`config.mk`:
```
export PLATFORM = sky130hd
export DESIGN_NAME = s_mem_arbiter_flat
export DESIGN_NICKNAME = d
export VERILOG_FILES = /design/src/rtl/s_mem_arbiter_if.sv /design/src/rtl/s_mem_arbiter.sv /design/src/flat_wrapper.sv
export SDC_FILE = /design/constraint.sdc
export NUM_CORES = 1
export LEC_CHECK = 0
export BUFFER_PORTS_ARGS = -buffer_cell sky130_fd_sc_hd__buf_2
export CORE_MARGIN = 3
export CORE_UTILIZATION = 46
export CTS_CLUSTER_DIAMETER = 100
export DETAILED_ROUTE_END_ITERATION = 8
export MAX_ROUTING_LAYER = met4
export PLACE_DENSITY_LB_ADDON = 0.25
export SLEW_MARGIN = 10
export SYNTH_ARGS = -nofsm -noshare
export SYNTH_HDL_FRONTEND = slang
export SYNTH_SLANG_ARGS = --single-unit
```
`constraint.sdc`:
```
create_clock -name clk -period 4.5 [get_ports clk]
set_input_delay 0.675 -clock clk [delete_from_list [all_inputs] [get_ports clk]]
set_output_delay 0.675 -clock clk [all_outputs]
set_load 0.05 [all_outputs]
```
`src/rtl/s_mem_arbiter_if.sv`:
```
// Requester-side bus of the s_memory arbiter: per-requester request/lock/address/data
// plus the grant, broadcast read data and per-requester read-valid strobes.
interface s_mem_arbiter_if #(
    parameter int unsigned NUM_REQ = 3
) ();
    logic [NUM_REQ-1:0]      req;
    logic [NUM_REQ-1:0]      lock;
    logic [NUM_REQ-1:0][7:0] addr;
    logic [NUM_REQ-1:0][7:0] wdata;
    logic [NUM_REQ-1:0]      wren;
    logic [NUM_REQ-1:0]      gnt;
    logic [7:0]              rdata;
    logic [NUM_REQ-1:0]      rvalid;

    modport master (
        output req, lock, addr, wdata, wren,
        input  gnt, rdata, rvalid
    );

    modport slave (
        input  req, lock, addr, wdata, wren,
        output gnt, rdata, rvalid
    );
endinterface

```
`src/rtl/s_mem_arbiter.sv`:
```
// Round-robin arbiter sharing one synchronous s_memory port among NUM_REQ requesters,
// with optional hold limit (forced release under contention) and per-requester lock.
module s_mem_arbiter #(
    parameter int unsigned NUM_REQ    = 3,
    parameter int unsigned HOLD_LIMIT = 16
) (
    input  logic                  clk,
    input  logic                  reset,
    s_mem_arbiter_if.slave        bus,
    output logic [7:0]            mem_addr,
    output logic [7:0]            mem_data,
    output logic                  mem_wren,
    input  logic [7:0]            mem_q,
    output logic                  busy,
    output logic [1:0]            owner_id
);

    localparam int unsigned HoldW = (HOLD_LIMIT < 2) ? 1 : $clog2(HOLD_LIMIT + 1);
    localparam logic [HoldW-1:0] HoldMax = HoldW'(HOLD_LIMIT);
    localparam logic [HoldW-1:0] HoldOne = HoldW'(1);

    typedef enum logic [0:0] {StIdle, StOwned} state_e;

    state_e             state_q, state_d;
    logic [1:0]         owner_q, owner_d;
    logic [1:0]         rr_ptr_q, rr_ptr_d;
    logic [HoldW-1:0]   hold_cnt_q, hold_cnt_d;
    logic [NUM_REQ-1:0] rvalid_q;

    logic [NUM_REQ-1:0] owner_oh;
    logic               owner_req, owner_lock, owner_wren, others_req;
    logic [HoldW-1:0]   hold_inc;
    logic               limit_hit;
    logic [1:0]         winner, rr_next;
    logic               found;
    int unsigned        cand;
    logic               mem_active;

    always_comb begin
        owner_oh = '0;
        for (int unsigned i = 0; i < NUM_REQ; i++) begin
            owner_oh[i] = (owner_q == 2'(i));
        end
    end

    assign owner_req  = |(bus.req & owner_oh);
    assign owner_lock = |(bus.lock & owner_oh);
    assign owner_wren = |(bus.wren & owner_oh);
    assign others_req = |(bus.req & ~owner_oh);

    // hold_inc counts the granted cycle now ending, so a limit of N releases after N cycles
    assign hold_inc  = (hold_cnt_q == HoldMax) ? hold_cnt_q : hold_cnt_q + HoldOne;
    assign limit_hit = (HOLD_LIMIT != 0) && (hold_inc == HoldMax);

    // Round-robin search starting at rr_ptr_q, wrapping at NUM_REQ-1
    always_comb begin
        winner = rr_ptr_q;
        found  = 1'b0;
        cand   = 0;
        for (int unsigned i = 0; i < NUM_REQ; i++) begin
            cand = (32'(rr_ptr_q) + i) % NUM_REQ;
            if (!found && bus.req[cand]) begin
                found  = 1'b1;
                winner = 2'(cand);
            end
        end
    end

    assign rr_next = (32'(winner) == NUM_REQ - 1) ? 2'd0 : winner + 2'd1;

    always_comb begin
        state_d    = state_q;
        owner_d    = owner_q;
        rr_ptr_d   = rr_ptr_q;
        hold_cnt_d = hold_cnt_q;
        unique case (state_q)
            StIdle: begin
                if (|bus.req) begin
                    state_d    = StOwned;
                    owner_d    = winner;
                    rr_ptr_d   = rr_next;
                    hold_cnt_d = '0;
                end
            end
            StOwned: begin
                if (!owner_req) begin
                    state_d = StIdle;
                    owner_d = 2'd0;
                end else if (limit_hit && !owner_lock && others_req) begin
                    state_d = StIdle;
                    owner_d = 2'd0;
                end else begin
                    hold_cnt_d = hold_inc;
                end
            end
            default: state_d = StIdle;
        endcase
    end

    always_ff @(posedge clk) begin
        if (reset) begin
            state_q    <= StIdle;
            owner_q    <= 2'd0;
            rr_ptr_q   <= 2'd0;
            hold_cnt_q <= '0;
            rvalid_q   <= '0;
        end else begin
            state_q    <= state_d;
            owner_q    <= owner_d;
            rr_ptr_q   <= rr_ptr_d;
            hold_cnt_q <= hold_cnt_d;
            rvalid_q   <= bus.gnt & bus.req & ~bus.wren;
        end
    end

    // Reset gates the memory port in the same cycle so a burst in flight stops writing
    assign mem_active = !reset && (state_q == StOwned) && owner_req;

    always_comb begin
        mem_addr = 8'h00;
        mem_data = 8'h00;
        mem_wren = 1'b0;
        if (mem_active) begin
            mem_wren = owner_wren;
            for (int unsigned i = 0; i < NUM_REQ; i++) begin
                if (owner_oh[i]) begin
                    mem_addr = bus.addr[i];
                    mem_data = bus.wdata[i];
                end
            end
        end
    end

    assign bus.gnt    = (state_q == StOwned) ? owner_oh : '0;
    assign bus.rvalid = rvalid_q;
    assign bus.rdata  = mem_q;
    assign busy       = (state_q == StOwned);
    assign owner_id   = (state_q == StOwned) ? owner_q : 2'd0;

endmodule

```
`src/flat_wrapper.sv`:
```
// flat-port wrapper written by rule: the top's interface ports become plain ports
module s_mem_arbiter_flat 
#(
    parameter int unsigned NUM_REQ    = 3,
    parameter int unsigned HOLD_LIMIT = 16
)
  (clk, reset, mem_addr, mem_data, mem_wren, mem_q, busy, owner_id, bus_req, bus_lock, bus_addr, bus_wdata, bus_wren, bus_gnt, bus_rdata, bus_rvalid);
  s_mem_arbiter_if #(.NUM_REQ(NUM_REQ)) bus_i ();
  input  logic clk;
  input  logic reset;
  output logic [7:0] mem_addr;
  output logic [7:0] mem_data;
  output logic mem_wren;
  input  logic [7:0] mem_q;
  output logic busy;
  output logic [1:0] owner_id;
  input wire logic [$bits(bus_i.req)-1:0] bus_req;
  input wire logic [$bits(bus_i.lock)-1:0] bus_lock;
  input wire logic [$bits(bus_i.addr)-1:0] bus_addr;
  input wire logic [$bits(bus_i.wdata)-1:0] bus_wdata;
  input wire logic [$bits(bus_i.wren)-1:0] bus_wren;
  output wire logic [$bits(bus_i.gnt)-1:0] bus_gnt;
  output wire logic [$bits(bus_i.rdata)-1:0] bus_rdata;
  output wire logic [$bits(bus_i.rvalid)-1:0] bus_rvalid;
  assign bus_i.req = bus_req;
  assign bus_i.lock = bus_lock;
  assign bus_i.addr = bus_addr;
  assign bus_i.wdata = bus_wdata;
  assign bus_i.wren = bus_wren;
  assign bus_gnt = bus_i.gnt;
  assign bus_rdata = bus_i.rdata;
  assign bus_rvalid = bus_i.rvalid;
  s_mem_arbiter #(.NUM_REQ(NUM_REQ), .HOLD_LIMIT(HOLD_LIMIT)) u_core (.clk(clk), .reset(reset), .bus(bus_i), .mem_addr(mem_addr), .mem_data(mem_data), .mem_wren(mem_wren), .mem_q(mem_q), .busy(busy), .owner_id(owner_id));
endmodule
```
==> qor.yml, run 1 <==
status: "complete, no violations"
ant_nets: 0
grt_pass1_wl_um: 6789
proportion_of_layout_cells_with_a_drive_suffix_above_1: 0.3623
synth-adder-area-share: 0.04983
report.final.hold_viol_count: 0
cp.arrival_ns: 2.57
rsz_0062_raised_after_global_routing: "no"
synthXorXnorAreaFrac: 0.01163
overflow: 0
numCtsBuffers: 3
worst_ep_required_time_ns: 3.83
cts_resized: 0
hold_depth: 2
hold_path.class: "in2reg"
die_height_um: 63.23
largest_family_of_logic_cells_by_synthesized_area: "simple AND/OR/NAND/NOR gates"
placeableCoreArea_sq_mm: 0.003078
power_switching_uw: 376.8
power_frac_seq: 0.233
async_flop_share: 0
area.growth.synth_to_final_pct: 24.67
yosys-mux-area-fraction: 0.1669
synthMostInstantiatedCell: "nor2_1"
antenna_cells: 0
power.density_mw_per_mm2: 396.6
number_of_library_cell_types_mapped_by_synthesis: 50
globalplace.congestion: 0.8608
design.die.area_sq_mm: 0.003997
worst_relative_slew_slack: 0.4786
tightestPinTransition_ns: 0.7810
first_global_vias: 1603
min_period_over_period: 0.7209
cap_viol_max_count: 0
die_width_um: 63.23
synth_simple_gate_area_frac: 0.2807
postSynthNetCount: 283
vdd_drop_max_v: 0.0001747
cp_max_fo: 24
ff2ff_path_depth: 6
tritoncts: "done"
maxSlewViolCount: 0
p_comb_frac: 0.663
clockPowerShare: 0.104
hold_start: "bus_wren[0]"
crit_path_start_kind: "register"
utilization: 0.6102
placement.io_buffers: 84
critical_path.reg2reg.endpoint: "u_core.hold_cnt_q[3]"
maxClockFrequency_mhz: 308.2
netlist_top_cells_count: "nor2_1 (46), mux2i_1 (24), a21oi_1 (23)"
starting_utilization_of_the_core_area: 0.4894
io-pin-count: 101
p_int_uw: 368.0
rows: 20
ctsHtreeMaxLevel: 1
syn_area_sq_mm: 0.001506
yosysWarningCount: 0
drtPass1Iterations: 4
endpoint_kind: "output pin"
synthTopCellsByArea: "dfxtp_1 (17%), mux2i_1 (16%), nor2_1 (11%)"
postRouteWirelength_um: 4095
synth_top_cell_by_area: "dfxtp_1"
regToRegStartpoint: "u_core.owner_q[1]"
switching_share: 0.5059
clockRootBuffer: "clkbuf_4"
syn_avg_cell_area_sq_um: 7.174
synth_enable_flop_cells: 0
synth_compound_area_frac: 0.1968
synth_seq_cells: 13
avg_wl_per_cell_um: 12.80
num-nets-final: 350
power.static_leakage_nw: 0.9204
worstSetupPathType: "reg2out"
ys.flop_type: "dfxtp_1"
hold_end: "u_core.bus.rvalid[0]"
period_needed_ns: 3.244
clock_insertion_delay_worst_skew_ns: 0.28
drt_iter0_drc: 104
cts.path.max_buffers: 2
gr_util_all_layers: 0.2084
yosysTopAreaCellShare: 0.1728
p_total_uw: 744.8
detailedPlace.worstSlack_ns: 1.596
postCtsSetupBuffers: 0
via_per_inst: 5.206
antenna_violations_before_repair: 0
num-fill-cells: 322
post_synth_inst_count: 210
detailed_placement_wirelength_estimate_um: 3232
setup-violations-final: 0
post-route-worst-setup-slack_ns: 1.256
skew_ns: 0.003852
ys_seq_area_frac: 0.1728
final_total_negative_setup_slack_ns: 0
path_clk_slew_ns: 0.09
reg2reg_slack_ns: 2.19
cts-hold-fix-buffers: 0
drc: 0
cts.sinks: 13
vias: 1666
grt_max_degree: 25
## power by group through the flow
stage / Sequential, mW / Combinational (mW) / Clock, mW
after global placement: 0.175 / 0.488 / 0
after floorplan: 0.152 / 0.438 / 0
final: 0.174 / 0.494 / 0.0773
after global routing: 0.180 / 0.549 / 0.0817
after detailed placement: 0.176 / 0.493 / 0
after CTS: 0.174 / 0.495 / 0.0766
## registers in the layout, summed over array words and instances, names as in the netlist
name	cells
u_core.hold_cnt_q	5
u_core.rr_ptr_q	2
u_core.bus.rvalid	3
u_core.owner_q	2
u_core.busy	1
## cell families (layout without fill, tap and decap cells)
family	count (synthesis)	in the layout
simple gates	85	85
compound gates	45	45
buf+inv	34	100
mux	25	25
flops	13	13
fa+ha+maj	6	6
xor+xnor	2	2
## final cells by class
cell class                      instances  area [sq um]  share of cell area
Multi-Input combinational cell        163          1064              0.5663
Clock buffer                            4         26.28             0.01399
Tap cell                               44         55.05             0.02931
Inverter                               10         37.54             0.01999
Sequential cell                        13         260.3              0.1386
Timing Repair Buffer                   86         435.4              0.2318
## per-stage QoR
stage                     instance area (sq um)  std cells  hold slack [ns]
after floorplan                            1506        210           0.4952
after global placement                     1852        316           0.5329
after detailed placement                   1852        316           0.5307
after CTS                                  1878        320           0.5492
after global routing                       1878        320           0.5643
final                                      1878        320           0.5551
## cells in the final DEF, fill, tap and decap left out, types with 4 or more instances in the layout
cell type	netlist	final
nand3_1	5	5
ha_1	6	6
mux2i_1	24	24
buf_2	4	84
a21oi_1	23	23
inv_1	9	9
nor3_1	4	4
nor2_1	46	46
nand2_1	4	4
dfxtp_1	13	13
## critical path: stages, from the launching register on
cell and delay (ns):
dfxtp_1 0.84, nor2b_1 0.29, o2bb2ai_2 0.14, nand2_2 0.12, or2_1 0.43, nor2_1 0.18
buf_2 0.27
## metal layers
metal,share of wire,track usage,wire [um]
met1,0.41,0.2284,1665
met2,0.54,0.4045,2220
met3,0.049,0.03922,201
met4,0.0015,0.01348,6
met5,0,-,0
## worst max path at each step
| stage | to | slack [ns] | startpoint | depth (start not counted) |
|---|---|---|---|---|
| floorplan | mem_addr[0] | 1.42 | bus_req[1] | 8 |
| global placement | mem_addr[4] | 1.66 | u_core.owner_q[1] | 6 |
| detailed placement | mem_addr[4] | 1.60 | u_core.owner_q[1] | 6 |
| CTS | mem_addr[4] | 1.24 | u_core.owner_q[1] | 6 |
| global route | mem_data[5] | 1.02 | u_core.owner_q[1] | 6 |
| finish | mem_addr[4] | 1.26 | u_core.owner_q[1] | 6 |
Note: power is estimated with default switching activity, not from simulation.
==> run 2, diff against run 1 <==
--- a/config.mk
+++ b/config.mk
@@ -5,9 +5,10 @@
 export SDC_FILE = /design/constraint.sdc
 export NUM_CORES = 1
 export LEC_CHECK = 0
+export ABC_AREA = 1
 export BUFFER_PORTS_ARGS = -buffer_cell sky130_fd_sc_hd__buf_2
 export CORE_MARGIN = 3
-export CORE_UTILIZATION = 46
+export CORE_UTILIZATION = 42
 export CTS_CLUSTER_DIAMETER = 100
 export DETAILED_ROUTE_END_ITERATION = 8
 export MAX_ROUTING_LAYER = met4
==> constraint.sdc (replaced) <==
create_clock -name clk -period 3.2 [get_ports clk]
set_input_delay 0.48 -clock clk [delete_from_list [all_inputs] [get_ports clk]]
set_output_delay 0.48 -clock clk [all_outputs]
set_load 0.05 [all_outputs]
==> qor.yml, run 2 <==
status: "complete, no violations"
syn_avg_cell_area_sq_um: 6.026
ys_seq_area_frac: 0.1763
cts.path.max_buffers: 2
postCtsSetupBuffers: 0
overflow: 0
netlist_top_cells_count: "nand2_1 (102), nand3_1 (21), inv_1 (18)"
antenna_cells: 0
cts.sinks: 13
placement.io_buffers: 84
clockRootBuffer: "clkbuf_4"
worst_relative_slew_slack: 0.7144
design.die.area_sq_mm: 0.004263
first_global_vias: 1684
rsz_0062_raised_after_global_routing: "no"
post-route-worst-setup-slack_ns: 0.3109
synth_top_cell_by_area: "nand2_1"
via_per_inst: 5.052
cp.arrival_ns: 2.41
synth_seq_cells: 13
min_period_over_period: 0.9029
final_total_negative_setup_slack_ns: 0
synth_simple_gate_area_frac: 0.4432
tightestPinTransition_ns: 0.4264
worst_ep_required_time_ns: 2.72
async_flop_share: 0
synthTopCellsByArea: "nand2_1 (26%), dfxtp_1 (18%), a31oi_2 (8.5%)"
ant_nets: 0
area.growth.synth_to_final_pct: 28.14
number_of_library_cell_types_mapped_by_synthesis: 27
most_flop_heavy_register: "u_core.hold_cnt_q"
endpoint_kind: "output pin"
starting_utilization_of_the_core_area: 0.4609
cts_resized: 0
vias: 1839
regToRegStartpoint: "u_core.owner_q[0]"
cp_max_fo: 19
vdd_drop_max_v: 0.0004404
synthMostInstantiatedCell: "nand2_1"
proportion_of_layout_cells_with_a_drive_suffix_above_1: 0.3469
report.final.hold_viol_count: 0
placeableCoreArea_sq_mm: 0.003203
clock_insertion_delay_worst_skew_ns: 0.28
postRouteWirelength_um: 4517
ctsHtreeMaxLevel: 1
maxSlewViolCount: 0
hold_depth: 2
hold_path.class: "in2reg"
period_needed_ns: 2.889
power.density_mw_per_mm2: 649.9
antenna_violations_before_repair: 0
synth_enable_flop_cells: 0
yosysTopAreaCellShare: 0.2593
rows: 20
avg_wl_per_cell_um: 12.41
cap_viol_max_count: 0
yosys-mux-area-fraction: 0
maxClockFrequency_mhz: 346.1
synthXorXnorAreaFrac: 0.01186
final.hold.worst_slack_ns: 0.3693
grt_max_degree: 20
die_height_um: 65.29
critical_path.slowest_cell: "dfxtp_1"
syn_area_sq_mm: 0.001476
post_synth_inst_count: 245
numCtsBuffers: 3
yosysWarningCount: 0
layout_common_cells: "nand2_1 (102), buf_2 (84), nand3_1 (21)"
largest_family_of_logic_cells_by_synthesized_area: "simple AND/OR/NAND/NOR gates"
die_width_um: 65.29
setup-violations-final: 0
hold_start: "bus_wren[0]"
reg2reg_slack_ns: 1.26
grt_pass1_wl_um: 7210
tritoncts: "done"
ys.flop_type: "dfxtp_1"
detailed_placement_wirelength_estimate_um: 3665
drc: 0
power.static_leakage_nw: 0.9729
largest_reg_flops: 5
postSynthNetCount: 318
gr_util_all_layers: 0.2139
synth_compound_area_frac: 0.1932
mostFrequentLayoutCell: "nand2_1"
globalplace.congestion: 0.8880
worstSetupPathType: "reg2out"
num-nets-final: 394
critical_path.reg2reg.endpoint: "u_core.owner_q[1]"
drtPass1Iterations: 4
critical_path.cell_chain: "inv_2 -> nor2_4 -> nand2_1 -> a31oi_4 -> nand2_4 -> a31oi_1 -> buf_2"
hold_end: "u_core.bus.rvalid[0]"
drt_iter0_drc: 87
crit_path_start_kind: "register"
io-pin-count: 101
ff2ff_path_depth: 8
max_stage_delay_ns: 0.53
synth-adder-area-share: 0.05085
skew_ns: 0.006742
path_clk_slew_ns: 0.08
detailedPlace.worstSlack_ns: 0.6022
cts-hold-fix-buffers: 0
==> run 2: changes by cell type in the layout (fill, tap and decap cells not counted), sizes merged, moves of 3 or more <==
| cell | delta |
|---|---|
| a21oi | -16 |
| nor2 | -32 |
| nand3b | -3 |
| and3 | -4 |
| mux2i | -24 |
| nand2b | -3 |
| nor3 | -4 |
| nand2 | +100 |
| nand4 | +6 |
| inv | +12 |
| nand3 | +16 |
| a31oi | +15 |
| o21ai | +4 |
==> run 2: cells by family after synthesis <==
kind of cell | after synthesis
DFF | 13
AOI/OAI and AO/OA | 36
xor gates and xnor gates | 2
adders and majority gates | 6
and+or+nand+nor | 151
buffers and inverters | 37
==> run 2: per-stage QoR <==
step	std cells	util	cell area, sq um	total power [mW]
finish	364	0.5906	1892	1.230
global route	364	0.5906	1892	1.363
CTS	364	0.5906	1892	1.235
detailed placement	360	0.5824	1866	1.131
global placement	360	0.5824	1866	1.123
floorplan	245	-	1476	0.9684
==> run 2: critical path, delay by kind of cell (launching register included) <==
kind                   cells  cell delay [ns]
DFF                        1             0.53
buffers and inverters      2             0.38
and+or+nand+nor            3             0.75
AOI/OAI and AO/OA          2             0.47
==> run 2: how the worst max path moves through the flow <==
stage | startpoint | to | cells past startpoint
floorplan | u_core.busy | mem_addr[7] | 4
global placement | u_core.owner_q[0] | mem_wren | 7
detailed placement | u_core.owner_q[0] | mem_wren | 7
CTS | u_core.owner_q[0] | mem_wren | 7
global route | u_core.owner_q[0] | mem_wren | 7
finish | u_core.owner_q[0] | mem_wren | 7
==> run 2: routing by layer <==
metal  part of all wire  track usage  up-vias
li1                   -            -      953
met1               0.39       0.2294      805
met2               0.50       0.3995       77
met3              0.098      0.06325        4
met4             0.0093      0.02332        0
met5                  0            -        -
==> run 2: cell type report <==
class	count	area (sq um)
timing repair buffer	86	435.4
tap	44	55.05
fill	319	1311
multi-input combinational	195	1032
inverter	22	82.58
clock buffer	4	26.28
sequential	13	260.3
==> run 2: where the power goes <==
part           internal (mW)  leakage (nW)  switching, mW  total [mW]
Combinational          0.268         0.852          0.620       0.888
Clock                 0.0484        0.0150         0.0532       0.102
Sequential             0.190         0.106         0.0496       0.240
